File: src/rtl/ram_port_arbiter_pkg.sv
// +----------------------------------------------------------------------------+
// | mem_arb_pkg : shared types and constants for the RAM port arbiter           |
// | Revision    : 1.0 - initial release                                         |
// +----------------------------------------------------------------------------+
`default_nettype none

package mem_arb_pkg;

   typedef enum logic [0:0] {
      ARB_IDLE = 1'b0,
      ARB_RESP = 1'b1
   } arb_state_e;

   localparam logic       REQ_IFETCH = 1'b0;
   localparam logic       REQ_DATA   = 1'b1;
   localparam logic [3:0] FULL_BE    = 4'b1111;

   // Word index lies beyond the RAM when addr[31:2] >= depth.
   function automatic logic addr_oor(input logic [31:0] addr, input int unsigned depth);
      return {2'b00, addr[31:2]} >= depth;
   endfunction

endpackage

`default_nettype wire

File: src/rtl/ram_port_arbiter_if.sv
// +----------------------------------------------------------------------------+
// | ram_port_arbiter_if : fetch port, data port and RAM-side bus of the arbiter |
// | Revision            : 1.0 - initial release                                 |
// +----------------------------------------------------------------------------+
`default_nettype none

interface ram_port_arbiter_if #(
   parameter int ADDRESS_WIDTH = 32,
   parameter int DATA_WIDTH    = 32
);
   localparam int BYTES = DATA_WIDTH / 8;

   logic                     i_valid;
   logic                     i_ready;
   logic [ADDRESS_WIDTH-1:0] i_addr;
   logic                     i_rvalid;
   logic [DATA_WIDTH-1:0]    i_rdata;
   logic                     i_err;

   logic                     d_valid;
   logic                     d_ready;
   logic [ADDRESS_WIDTH-1:0] d_addr;
   logic                     d_we;
   logic [BYTES-1:0]         d_be;
   logic [DATA_WIDTH-1:0]    d_wdata;
   logic                     d_rvalid;
   logic [DATA_WIDTH-1:0]    d_rdata;
   logic                     d_err;

   logic [ADDRESS_WIDTH-1:0] mem_addr;
   logic [BYTES-1:0]         mem_be;
   logic [DATA_WIDTH-1:0]    mem_wdata;
   logic                     mem_we;
   logic [DATA_WIDTH-1:0]    mem_rdata;

   modport slave (
      input  i_valid, i_addr,
      input  d_valid, d_addr, d_we, d_be, d_wdata,
      input  mem_rdata,
      output i_ready, i_rvalid, i_rdata, i_err,
      output d_ready, d_rvalid, d_rdata, d_err,
      output mem_addr, mem_be, mem_wdata, mem_we
   );

   modport master (
      output i_valid, i_addr,
      output d_valid, d_addr, d_we, d_be, d_wdata,
      output mem_rdata,
      input  i_ready, i_rvalid, i_rdata, i_err,
      input  d_ready, d_rvalid, d_rdata, d_err,
      input  mem_addr, mem_be, mem_wdata, mem_we
   );

endinterface

`default_nettype wire

File: src/rtl/ram_port_arbiter_pick2.sv
// +----------------------------------------------------------------------------+
// | arb_pick2 : combinational two-way pick, one-hot grant {data, fetch}         |
// |             ARB_RR_EN selects round-robin, otherwise data has priority.     |
// | Revision  : 1.0 - initial release                                           |
// +----------------------------------------------------------------------------+
`default_nettype none

module arb_pick2
   import mem_arb_pkg::*;
(
   input  logic       fetch_valid,
   input  logic       data_valid,
   input  logic       last_grant,
   output logic [1:0] grant
);

`ifdef ARB_RR_EN
   always_comb begin
      grant = 2'b00;
      if (fetch_valid && data_valid) begin
         grant = (last_grant == REQ_DATA) ? 2'b01 : 2'b10;
      end else if (data_valid) begin
         grant = 2'b10;
      end else if (fetch_valid) begin
         grant = 2'b01;
      end
   end
`else
   logic unused_last_grant;
   assign unused_last_grant = last_grant;

   always_comb begin
      grant = 2'b00;
      if (data_valid) begin
         grant = 2'b10;
      end else if (fetch_valid) begin
         grant = 2'b01;
      end
   end
`endif

endmodule

`default_nettype wire

File: src/rtl/ram_port_arbiter.sv
// +----------------------------------------------------------------------------+
// | ram_port_arbiter : shares one byte-enabled block RAM between fetch and      |
// |                    load/store ports; optional macro ARB_RR_EN (round-robin).|
// | Revision         : 1.0 - initial release                                    |
// +----------------------------------------------------------------------------+
`default_nettype none

module ram_port_arbiter
   import mem_arb_pkg::*;
#(
   parameter int DEPTH         = 50,
   parameter int ADDRESS_WIDTH = 32,
   parameter int DATA_WIDTH    = 32
) (
   input  logic                clk,
   input  logic                rst_n,
   ram_port_arbiter_if.slave   bus
);

   localparam int BYTES = DATA_WIDTH / 8;

   arb_state_e               state_q, state_d;
   logic                     winner_q, winner_d;
   logic                     err_q, err_d;
   logic                     last_q, last_d;
   logic [ADDRESS_WIDTH-1:0] mem_addr_q, mem_addr_d;
   logic [DATA_WIDTH-1:0]    mem_wdata_q, mem_wdata_d;

   logic [1:0]               grant;
   logic [ADDRESS_WIDTH-1:0] sel_addr;
   logic                     sel_oor;
   logic [DATA_WIDTH-1:0]    resp_data;

   logic                     i_ready, i_rvalid, i_err;
   logic                     d_ready, d_rvalid, d_err;
   logic [DATA_WIDTH-1:0]    i_rdata, d_rdata;
   logic                     mem_we;
   logic [BYTES-1:0]         mem_be;

   arb_pick2 u_pick (
      .fetch_valid (bus.i_valid),
      .data_valid  (bus.d_valid),
      .last_grant  (last_q),
      .grant       (grant)
   );

   always_ff @(posedge clk or negedge rst_n) begin
      if (!rst_n) begin
         state_q     <= ARB_IDLE;
         winner_q    <= REQ_DATA;
         err_q       <= 1'b0;
         last_q      <= REQ_DATA;
         mem_addr_q  <= '0;
         mem_wdata_q <= '0;
      end else begin
         state_q     <= state_d;
         winner_q    <= winner_d;
         err_q       <= err_d;
         last_q      <= last_d;
         mem_addr_q  <= mem_addr_d;
         mem_wdata_q <= mem_wdata_d;
      end
   end

   always_comb begin
      state_d     = state_q;
      winner_d    = winner_q;
      err_d       = err_q;
      last_d      = last_q;
      mem_addr_d  = mem_addr_q;
      mem_wdata_d = mem_wdata_q;
      i_ready     = 1'b0;
      i_rvalid    = 1'b0;
      i_rdata     = '0;
      i_err       = 1'b0;
      d_ready     = 1'b0;
      d_rvalid    = 1'b0;
      d_rdata     = '0;
      d_err       = 1'b0;
      mem_we      = 1'b0;
      mem_be      = '0;
      sel_addr    = grant[1] ? bus.d_addr : bus.i_addr;
      sel_oor     = addr_oor(sel_addr, DEPTH);
      resp_data   = err_q ? '0 : bus.mem_rdata;

      case (state_q)
         ARB_IDLE: begin
            if (grant != 2'b00) begin
               winner_d   = grant[1] ? REQ_DATA : REQ_IFETCH;
               last_d     = winner_d;
               err_d      = sel_oor;
               mem_addr_d = sel_addr;
               state_d    = ARB_RESP;
               // Out-of-range accesses still handshake but never reach the RAM.
               if (grant[1]) begin
                  d_ready     = 1'b1;
                  mem_wdata_d = bus.d_wdata;
                  mem_we      = bus.d_we & ~sel_oor;
                  mem_be      = sel_oor ? '0 : bus.d_be;
               end else begin
                  i_ready = 1'b1;
                  mem_be  = sel_oor ? '0 : FULL_BE;
               end
            end
         end
         ARB_RESP: begin
            state_d = ARB_IDLE;
            if (winner_q == REQ_DATA) begin
               d_rvalid = 1'b1;
               d_rdata  = resp_data;
               d_err    = err_q;
            end else begin
               i_rvalid = 1'b1;
               i_rdata  = resp_data;
               i_err    = err_q;
            end
         end
         default: state_d = ARB_IDLE;
      endcase
   end

   assign bus.i_ready   = i_ready;
   assign bus.i_rvalid  = i_rvalid;
   assign bus.i_rdata   = i_rdata;
   assign bus.i_err     = i_err;
   assign bus.d_ready   = d_ready;
   assign bus.d_rvalid  = d_rvalid;
   assign bus.d_rdata   = d_rdata;
   assign bus.d_err     = d_err;
   assign bus.mem_addr  = mem_addr_d;
   assign bus.mem_wdata = mem_wdata_d;
   assign bus.mem_we    = mem_we;
   assign bus.mem_be    = mem_be;

endmodule

`default_nettype wire

File: src/flat_wrapper.sv
// flat-port wrapper written by rule: the top's interface ports become plain ports
module ram_port_arbiter_flat import mem_arb_pkg::*;
#(
   parameter int DEPTH         = 50,
   parameter int ADDRESS_WIDTH = 32,
   parameter int DATA_WIDTH    = 32
)
  (clk, rst_n, bus_i_valid, bus_i_addr, bus_d_valid, bus_d_addr, bus_d_we, bus_d_be, bus_d_wdata, bus_mem_rdata, bus_i_ready, bus_i_rvalid, bus_i_rdata, bus_i_err, bus_d_ready, bus_d_rvalid, bus_d_rdata, bus_d_err, bus_mem_addr, bus_mem_be, bus_mem_wdata, bus_mem_we);
  ram_port_arbiter_if #(.ADDRESS_WIDTH(ADDRESS_WIDTH), .DATA_WIDTH(DATA_WIDTH)) bus_i ();
  input  logic clk;
  input  logic rst_n;
  input wire logic [$bits(bus_i.i_valid)-1:0] bus_i_valid;
  input wire logic [$bits(bus_i.i_addr)-1:0] bus_i_addr;
  input wire logic [$bits(bus_i.d_valid)-1:0] bus_d_valid;
  input wire logic [$bits(bus_i.d_addr)-1:0] bus_d_addr;
  input wire logic [$bits(bus_i.d_we)-1:0] bus_d_we;
  input wire logic [$bits(bus_i.d_be)-1:0] bus_d_be;
  input wire logic [$bits(bus_i.d_wdata)-1:0] bus_d_wdata;
  input wire logic [$bits(bus_i.mem_rdata)-1:0] bus_mem_rdata;
  output wire logic [$bits(bus_i.i_ready)-1:0] bus_i_ready;
  output wire logic [$bits(bus_i.i_rvalid)-1:0] bus_i_rvalid;
  output wire logic [$bits(bus_i.i_rdata)-1:0] bus_i_rdata;
  output wire logic [$bits(bus_i.i_err)-1:0] bus_i_err;
  output wire logic [$bits(bus_i.d_ready)-1:0] bus_d_ready;
  output wire logic [$bits(bus_i.d_rvalid)-1:0] bus_d_rvalid;
  output wire logic [$bits(bus_i.d_rdata)-1:0] bus_d_rdata;
  output wire logic [$bits(bus_i.d_err)-1:0] bus_d_err;
  output wire logic [$bits(bus_i.mem_addr)-1:0] bus_mem_addr;
  output wire logic [$bits(bus_i.mem_be)-1:0] bus_mem_be;
  output wire logic [$bits(bus_i.mem_wdata)-1:0] bus_mem_wdata;
  output wire logic [$bits(bus_i.mem_we)-1:0] bus_mem_we;
  assign bus_i.i_valid = bus_i_valid;
  assign bus_i.i_addr = bus_i_addr;
  assign bus_i.d_valid = bus_d_valid;
  assign bus_i.d_addr = bus_d_addr;
  assign bus_i.d_we = bus_d_we;
  assign bus_i.d_be = bus_d_be;
  assign bus_i.d_wdata = bus_d_wdata;
  assign bus_i.mem_rdata = bus_mem_rdata;
  assign bus_i_ready = bus_i.i_ready;
  assign bus_i_rvalid = bus_i.i_rvalid;
  assign bus_i_rdata = bus_i.i_rdata;
  assign bus_i_err = bus_i.i_err;
  assign bus_d_ready = bus_i.d_ready;
  assign bus_d_rvalid = bus_i.d_rvalid;
  assign bus_d_rdata = bus_i.d_rdata;
  assign bus_d_err = bus_i.d_err;
  assign bus_mem_addr = bus_i.mem_addr;
  assign bus_mem_be = bus_i.mem_be;
  assign bus_mem_wdata = bus_i.mem_wdata;
  assign bus_mem_we = bus_i.mem_we;
  ram_port_arbiter #(.DEPTH(DEPTH), .ADDRESS_WIDTH(ADDRESS_WIDTH), .DATA_WIDTH(DATA_WIDTH)) u_core (.clk(clk), .rst_n(rst_n), .bus(bus_i));
endmodule
File: config.mk
export PLATFORM = sky130hd
export DESIGN_NAME = ram_port_arbiter_flat
export DESIGN_NICKNAME = d
export VERILOG_FILES = /design/src/rtl/ram_port_arbiter_pkg.sv /design/src/rtl/ram_port_arbiter_if.sv /design/src/rtl/ram_port_arbiter_pick2.sv /design/src/rtl/ram_port_arbiter.sv /design/src/flat_wrapper.sv
export SDC_FILE = /design/constraint.sdc
export NUM_CORES = 1
export LEC_CHECK = 0
export ABC_CLOCK_PERIOD_IN_PS = 1600
export BUFFER_PORTS_ARGS = -buffer_cell sky130_fd_sc_hd__buf_2
export CAP_MARGIN = 25
export CORE_MARGIN = 2
export CORE_UTILIZATION = 25
export CTS_BUF_LIST = sky130_fd_sc_hd__clkbuf_2 sky130_fd_sc_hd__clkbuf_4 sky130_fd_sc_hd__clkbuf_8
export DETAILED_ROUTE_END_ITERATION = 8
export GPL_TIMING_DRIVEN = 0
export SYNTH_ARGS = -nofsm -noshare
export SYNTH_HDL_FRONTEND = slang
export SYNTH_SLANG_ARGS = --single-unit
File: constraint.sdc
create_clock -name clk -period 1.6 [get_ports clk]
set_input_delay 0.32 -clock clk [delete_from_list [all_inputs] [get_ports clk]]
set_output_delay 0.32 -clock clk [all_outputs]
set_load 0.02 [all_outputs]
# Yosys cells after proc, flatten, opt, wreduce, memory -nomap -nowiden
# Index checks and enable logic that the tools add are counted.
# word_totals
ff_bits,67
inputBits,137
output_inout_bits,139
word_cells,48
# op_classes
order_cmp,1
mux,37
n_bitwise,3
reduce_logical,2
# op_table
op,count
32-bit two-way mux,11
30-bit by 6-bit greater-or-equal comparator with 1-bit output (second input constant),1
4-bit two-way mux,5
1-bit two-way mux,19
2-bit two-way mux,1
1-bit NOT,2
1-bit one-hot mux with 2 select lines,1
2-bit AND reduction,1
2-bit nonzero test,1
1-bit AND,1

# Longest topological paths before layout
# Gate-level depths: netlist of the first run.
# depth
ltp_word,9
mapped_depth,6
depth_no_buf,5

# Cells and area by module
# From an unflattened synthesis of the first run, not the netlist that was laid out.
# hier_totals
hier_cells,372
area_unflattened_um2,3435.8
# modules_own_cells
mod,n_inst,cells_each,area_each_um2,seq_area_each_um2
ram_port_arbiter,1,370,3414.5,1677.9
arb_pick2,1,2,21.3,0.0

# Worst setup path before layout of the first run
# Ideal clock, no wire load.
# synth_path
path_kind,in2out
start,input bus_d_valid
end,output bus_mem_be[0]
arrival_ns,1.603
required_ns,1.280
setup_slack_ns,-0.323
cell_stages,5
path_cell_list,buf_6 nor4_2 nand4_1 a221oi_2 a21boi_1
# synth_between
elab_chain_len,7
# synth_rtl
item,line,rtl
"start, declared",flat_wrapper.sv:14,input wire logic [$bits(bus_i.d_valid)-1:0] bus_d_valid;
2-bit two-way mux *,ram_port_arbiter_pick2.sv:34,if (data_valid) begin
32-bit two-way mux,ram_port_arbiter.sv:82,sel_addr = grant[1] ? bus.d_addr : bus.i_addr;
30-bit by 6-bit greater-or-equal comparator with 1-bit output,ram_port_arbiter_pkg.sv:20,"return {2'b00, addr[31:2]} >= depth;"
4-bit two-way mux (on tied branches),"ram_port_arbiter.sv:102, ram_port_arbiter.sv:99",
4-bit two-way mux,ram_port_arbiter.sv:95,if (grant[1]) begin
4-bit two-way mux *,ram_port_arbiter.sv:88,if (grant != 2'b00) begin
4-bit two-way mux *,ram_port_arbiter.sv:86,case (state_q)
"end, declared",flat_wrapper.sv:29,output wire logic [$bits(bus_i.mem_be)-1:0] bus_mem_be;
# Every way passes the cells marked *; elsewhere a longest branch is shown, timed or not.

# Final worst setup path of the first run
# layout_path
start,input bus_d_addr[31]
end,output bus_mem_be[1]
# layout_between
elab_chain_len,6
# layout_rtl
item,line,rtl
"start, declared",flat_wrapper.sv:15,input wire logic [$bits(bus_i.d_addr)-1:0] bus_d_addr;
32-bit two-way mux *,ram_port_arbiter.sv:82,
30-bit by 6-bit greater-or-equal comparator with 1-bit output *,ram_port_arbiter_pkg.sv:20,
4-bit two-way mux (on tied branches),"ram_port_arbiter.sv:102, ram_port_arbiter.sv:99",
4-bit two-way mux *,ram_port_arbiter.sv:95,
4-bit two-way mux *,ram_port_arbiter.sv:88,
4-bit two-way mux *,ram_port_arbiter.sv:86,
# Marked as above.

==> results.ini, run 1 <==
[status]
status=finished with violations
violations=negative setup slack

[timing]
whs_ns=0.0796
final.setup_skew_ns=0.00868
timing.final.crit_share_pct=141
slew_headroom_pct=42.0
rsz0062_at_grt=true
tightest_slew_ns=0.870
slew_violations=0
fmax_mhz=444
finalHoldViolations=0
finalSetupViolCount=139
period_needed_ns=2.25
setup_slack_ns=-0.651
setup_tns_ns=-50.93

[global_routing]
grt.total_usage_pct=18.6
antenna_found_initial=0
grt_pass1_wl_mm=21.2
gr-total-overflow=0
grt_start_max_net_pins=68
grt_pass1_vias=4156

[synthesis]
synth_edf_count=0
ys_seq_elements=67
synth_compound_area_share_pct=7.98
synthAdderAreaFrac_pct=0
syn_area_per_cell_sq_um=9.25
synth_area_sq_um=3430
ys_warn_count=0
synth-seq-area-share_pct=48.9
syn_nets=508
synth_cells=371
synth_area_leader_cell=dfrtp_1
synth_top_family_by_area=simple AND/OR/NAND/NOR gates
synth-xor-area-share_pct=0
dominantRegCellSynth=dfrtp_1
muxShareOfSynthArea_pct=19.2
synthArstFlopShare_pct=100
synth_simple_gate_area_share_pct=19.8
synth_area_leaders=dfrtp_1, mux2_2, mux2i_1, nor2_1, nand2_1
synth_top_area_share_pct=48.1
ys_types=30

[placed_design]
place_congestion=0.893
port_buffers=274
dpl_worst_slack_ns=-0.905
place_inst=821
dpl.hpwl_mm=10.7

[job]
maxCapViolCount=0

[floorplan]
start_util_pct=25.7
die_y_um=121
die_w_um=121
die-area_sq_um=14700
rows=42
core_area_sq_um=13300
io_pins=276

[power]
ir_drop_mv=0.621
totalPowerFinal_uw=6450
power_density_nw_per_um2=936
p_leak_uw=0.00340

[finish]
fillers=1200
seqCellArea_sq_um=1680
multi_input_area_sq_um=2250
diodes=0
drive_above_1_share_pct=67.0
area_delta_synth_final_pct=101
num-nets-final=829
fin_cells=873
layout_commonest_cell=buf_2
final_cell_mix=buf_2, buf_4, nor2_1, dfrtp_1, buf_6

[clock_network]
clkLatencyLatePin_ns=0.34
h-tree-depth=3
cts_tree=yes
clock-sinks=67
cts_max_path_buffers=2
ctsHoldBuffers=0
cts_buffers=9
path_clk_slew_ns=0.08
clock-root-buffer=clkbuf_8

[route]
num_vias=4077
postRouteAntennaNets=0
routed_wirelength_mm=14.6
drt_iter0_markers=91
vias_per_cell=4.67
wl_per_cell_um=16.8
first_pass_iters=4
drc=0

[critical_path]
cp.arrival_ns=1.93
critPathKind=primary input to output port
cp.required_ns=1.28
cp-end-kind=output port
ff2ff_setup_slack_ns=0.06
critPathSlowestCell=a221oi_4
path_cells=buf_2 > nor4_1 > nand4_1 > a221oi_4 > buf_12 > a21boi_4 > buf_6
max_stage_delay_ns=0.38
start_kind=primary input
critPathMaxFanout=5

[worst_hold_path]
hp-class=primary input to asynchronous set/reset pin

-- flip-flops by register name, summed over array words and instances, names as in the netlist --
name                flops
u_core.state_q          1
u_core.winner_q         1
u_core.mem_wdata_q     32
u_core.err_q            1
u_core.mem_addr_q      32
-- timing repair --
item / in CTS / in global routing
resized for setup: 229 / 67
pin swaps: 11 / 26
setup buffers: 22 / 9
endpoints found under the setup margin: 146 / 141
cloned: 4 / 3
endpoints found under the hold margin: 0 / 0
-- worst max-delay path: cells and delay by family --
| kind | cells | cell delay, ns |
|---|---|---|
| buf+inv | 3 | 0.41 |
| simple gates | 2 | 0.59 |
| compound gates | 2 | 0.60 |
-- synth_stat cells (2+ instances only) --
library cell and n:
buf_2 8, a21boi_1 4, nand2_1 64, dfrtp_1 66
nor2b_1 4, mux2_2 32, nor3_1 7, a21oi_1 3
nand4_1 4, nand2b_1 2, nor4_1 5, nor2_1 71
mux2i_1 30, o21ai_0 32, a22oi_1 2, inv_1 7
clkbuf_1 16, nor4b_1 2
-- power by group --
group | switching, uW | total [uW] | internal [uW]
registers | 122 | 2130 | 2010
logic | 1430 | 2790 | 1360
clock network | 712 | 1520 | 811
total | 2270 | 6450 | 4180
-- area by class of cell --
class                           instances  share of cell area [%]
Multi-Input combinational cell        271                    32.6
Timing Repair Buffer                  311                    31.1
Sequential cell                        67                    24.4
Buffer                                 24                    5.21
Tap cell                              176                    3.19
Clock buffer                           11                    2.20
Clock inverter                          5                   0.871
Inverter                                8                   0.508
-- worst paths after layout --
path / endpoint / start / cells after the start
setup reg to reg: u_core.mem_addr_q[1] / u_core.state_q / 8
hold / removal: u_core.mem_wdata_q[13] / rst_n / 1
setup / recovery: bus_mem_be[1] / bus_d_addr[31] / 7
hold reg to reg: u_core.mem_wdata_q[8] / u_core.mem_wdata_q[8] / 1
max in group asynchronous: u_core.state_q / rst_n / 1
min in group clk: u_core.mem_wdata_q[21] / bus_d_wdata[21] / 2
-- per-layer routing --
layer | vias up | routed length [um] | track usage [%]
li1 | 1895 | - | -
met1 | 1965 | 5460 | 20.7
met2 | 200 | 7900 | 34.8
met3 | 17 | 1020 | 3.99
met4 | 0 | 253 | 6.18
met5 | - | 0 | 0
-- cells by family after synthesis --
kind of cell / count (synthesis)
compound gates: 47
simple gates: 162
buf+inv: 33
flops: 67
mux: 62
-- per-stage QoR --
| stage | cell area [sq um] | util (%) |
|---|---|---|
| 6_report | 6890 | 51.6 |
| 5_1_grt | 6890 | 51.6 |
| 4_1_cts | 6560 | 49.1 |
| 3_5_place_dp | 5270 | 39.5 |
| 3_3_place_gp | 5270 | 39.4 |
| 2_1_floorplan | 3670 | - |
Power figures use the tool's default switching activity.
==> run 2, diff against run 1 <==
--- a/config.mk
+++ b/config.mk
@@ -5,6 +5,7 @@
 export SDC_FILE = /design/constraint.sdc
 export NUM_CORES = 1
 export LEC_CHECK = 0
+export ABC_AREA = 1
 export ABC_CLOCK_PERIOD_IN_PS = 1600
 export BUFFER_PORTS_ARGS = -buffer_cell sky130_fd_sc_hd__buf_2
 export CAP_MARGIN = 25
==> run 2 against run 1 <==
  * Clock skew rose by 0.0030 ns
  * First-iteration DRC count rose by 53%
  * Clock power fell by 7%
  * Flip-flop and latch count did not move
  * Maximum frequency rose by 10%
  * Critical path type unchanged
  * Final area rose by 32%
  * Highest routed layer is now met5
  * Synthesized cell count rose by 46%
  * Via count rose by 22%
  * Area after synthesis rose by 4.1%
  * Sequential share of layout area fell by 5.9 points
  * Sequential power rose by 3%
  * Wire length rose by 31%
  * The flow still finishes with violations (negative setup slack)
==> results.ini, run 2 <==
[status]
status=finished with violations
violations=negative setup slack

[critical_path]
r2r_end=u_core.mem_addr_q[0]
r2r_start=u_core.state_q
cp-end-kind=output port
reg2reg_depth=11
critPathKind=primary input to output port
cp.required_ns=1.28
cp.arrival_ns=1.72
critPathMaxFanout=6
start_kind=primary input
ff2ff_setup_slack_ns=-0.18

[floorplan]
start_util_pct=25.6
die_w_um=124
core_area_sq_um=13900
rows=43
die_y_um=124
io_pins=276
die-area_sq_um=15300

[synthesis]
synth_cells=543
synth-seq-area-share_pct=47.0
synthMostInstantiatedCell=nand2_1
synthTopCellsByCount=nand2_1, nor2_1, dfrtp_1, inv_1, o21ai_0
synth_area_sq_um=3570
dominantRegCellSynth=dfrtp_1
ys_types=20
syn_area_per_cell_sq_um=6.58
synth_edf_count=0
synth_area_leader_cell=dfrtp_1
ys_warn_count=0
synth_area_leaders=dfrtp_1, nand2_1, nor2_1, inv_1, o21ai_0
synth_top_area_share_pct=46.2
syn_nets=680
ys_seq_elements=67
synthArstFlopShare_pct=100

[route]
drc=0
drt_iter0_markers=139
postRouteAntennaNets=0
num_vias=4966
first_pass_iters=4
vias_per_cell=4.54
routed_wirelength_mm=19.2
wl_per_cell_um=17.5

[global_routing]
grt_pass1_vias=5034
grt_pass1_wl_mm=26.2
grt_start_max_net_pins=68
gr-total-overflow=0
grt.total_usage_pct=22.8
antenna_found_initial=2

[placed_design]
dpl.hpwl_mm=11.5
place_congestion=0.772
dpl_worst_slack_ns=-0.710
port_buffers=275

[finish]
area_delta_synth_final_pct=154
drive_above_1_share_pct=73.6
reg.largest.list=u_core.mem_addr_q x32, u_core.mem_wdata_q x32
layout_commonest_cell=buf_6
num-nets-final=1045
final_cell_mix=buf_6, buf_2, nand2_2, nand2_1, nor2_4

[power]
p_leak_uw=0.00447
totalPowerFinal_uw=7950
ir_drop_mv=0.471
power_density_nw_per_um2=875

[timing]
fmax_mhz=490
setup_slack_ns=-0.441
whs_ns=0.0967
finalHoldViolations=0
slew_violations=0
timing.final.crit_share_pct=128
setup_tns_ns=-42.35
final.setup_skew_ns=0.0117
period_needed_ns=2.04
slew_headroom_pct=40.6
finalSetupViolCount=139
rsz0062_at_grt=true
tightest_slew_ns=0.891

[clock_network]
clock-sinks=67
clock-root-buffer=clkbuf_8
cts_buffers=9
cts_max_path_buffers=2
cts_tree=yes
h-tree-depth=3
clkLatencyLatePin_ns=0.34
path_clk_slew_ns=0.07

[job]
maxCapViolCount=0

[worst_hold_path]
hp-class=primary input to asynchronous set/reset pin

[run 2: changes by cell type after synthesis, moves of 7 or more]
cell	before	now
nor2_1	71	86
inv_1	7	55
mux2i_1	30	0
nand2_1	64	259
nor3_1	7	0
mux2_2	32	0
[run 2: critical path, stage by stage]
cell     delay, ns
buf_12        0.13
buf_8         0.13
buf_6         0.12
nand2_2       0.08
o21ai_4       0.07
nand2_1       0.09
nor2_2        0.11
nand2_2       0.07
nor2_4        0.14
nand3_4       0.17
nor2_4        0.15
buf_6         0.12
[run 2: report_power, final]
group	internal (uW)	switching [uW]	leakage, uW
registers	2010	185	0.000811
logic	2080	2270	0.00355
clock network	767	644	0.000107
[run 2: worst max path at each step]
stage / startpoint / to
after CTS: bus_d_valid / bus_mem_be[2]
final: bus_d_valid / bus_mem_be[3]
after global routing: bus_d_valid / bus_mem_be[3]
after detailed placement: bus_d_valid / bus_mem_be[3]
after global placement: bus_d_valid / bus_mem_be[3]
after floorplan: u_core.state_q / bus_mem_addr[10]
[run 2: kinds of logic (layout without fill, tap and decap cells)]
family,Yosys count,in the layout,synth area share [%]
simple gates,351,351,37.5
buf+inv,85,455,9.74
flops,67,67,47.0
compound gates,40,40,5.78
other cells,0,1,0
[run 2: cell type report]
| type | count | area (sq um) |
|---|---|---|
| Clock buffer | 15 | 194 |
| Clock inverter | 1 | 5.00 |
| Sequential cell | 67 | 1680 |
| Antenna cell | 1 | 2.50 |
| Fill cell | 1056 | 4850 |
| Tap cell | 180 | 225 |
| Buffer | 25 | 470 |
| Inverter | 58 | 262 |
| Timing Repair inverter | 2 | 20.0 |
| Timing Repair Buffer | 354 | 3260 |
| Multi-Input combinational cell | 391 | 2980 |
[run 2: timing repair]
action / in CTS / in global routing
hold endpoints to repair: 0 / 0
pin swaps: 65 / 65
hold buffers: 0 / 0
setup endpoints to repair: 142 / 140
gates cloned: 18 / 4
setup buffers: 50 / 13
gates resized for setup: 604 / 187
[run 2: metrics by stage]
stage	instance area, sq um	utilization (%)	std cells
after floorplan	3770	-	543
after global placement	5370	38.6	998
after detailed placement	5380	38.6	998
after CTS	8310	59.6	1081
after global routing	9090	65.2	1094
final	9090	65.2	1094
[run 2: metal layers]
| metal | wire, um | track usage (%) |
|---|---|---|
| met5 | 13 | 0 |
| met1 | 6920 | 24.4 |
| met3 | 1100 | 4.66 |
| met2 | 10500 | 43.7 |
| met4 | 663 | 8.59 |
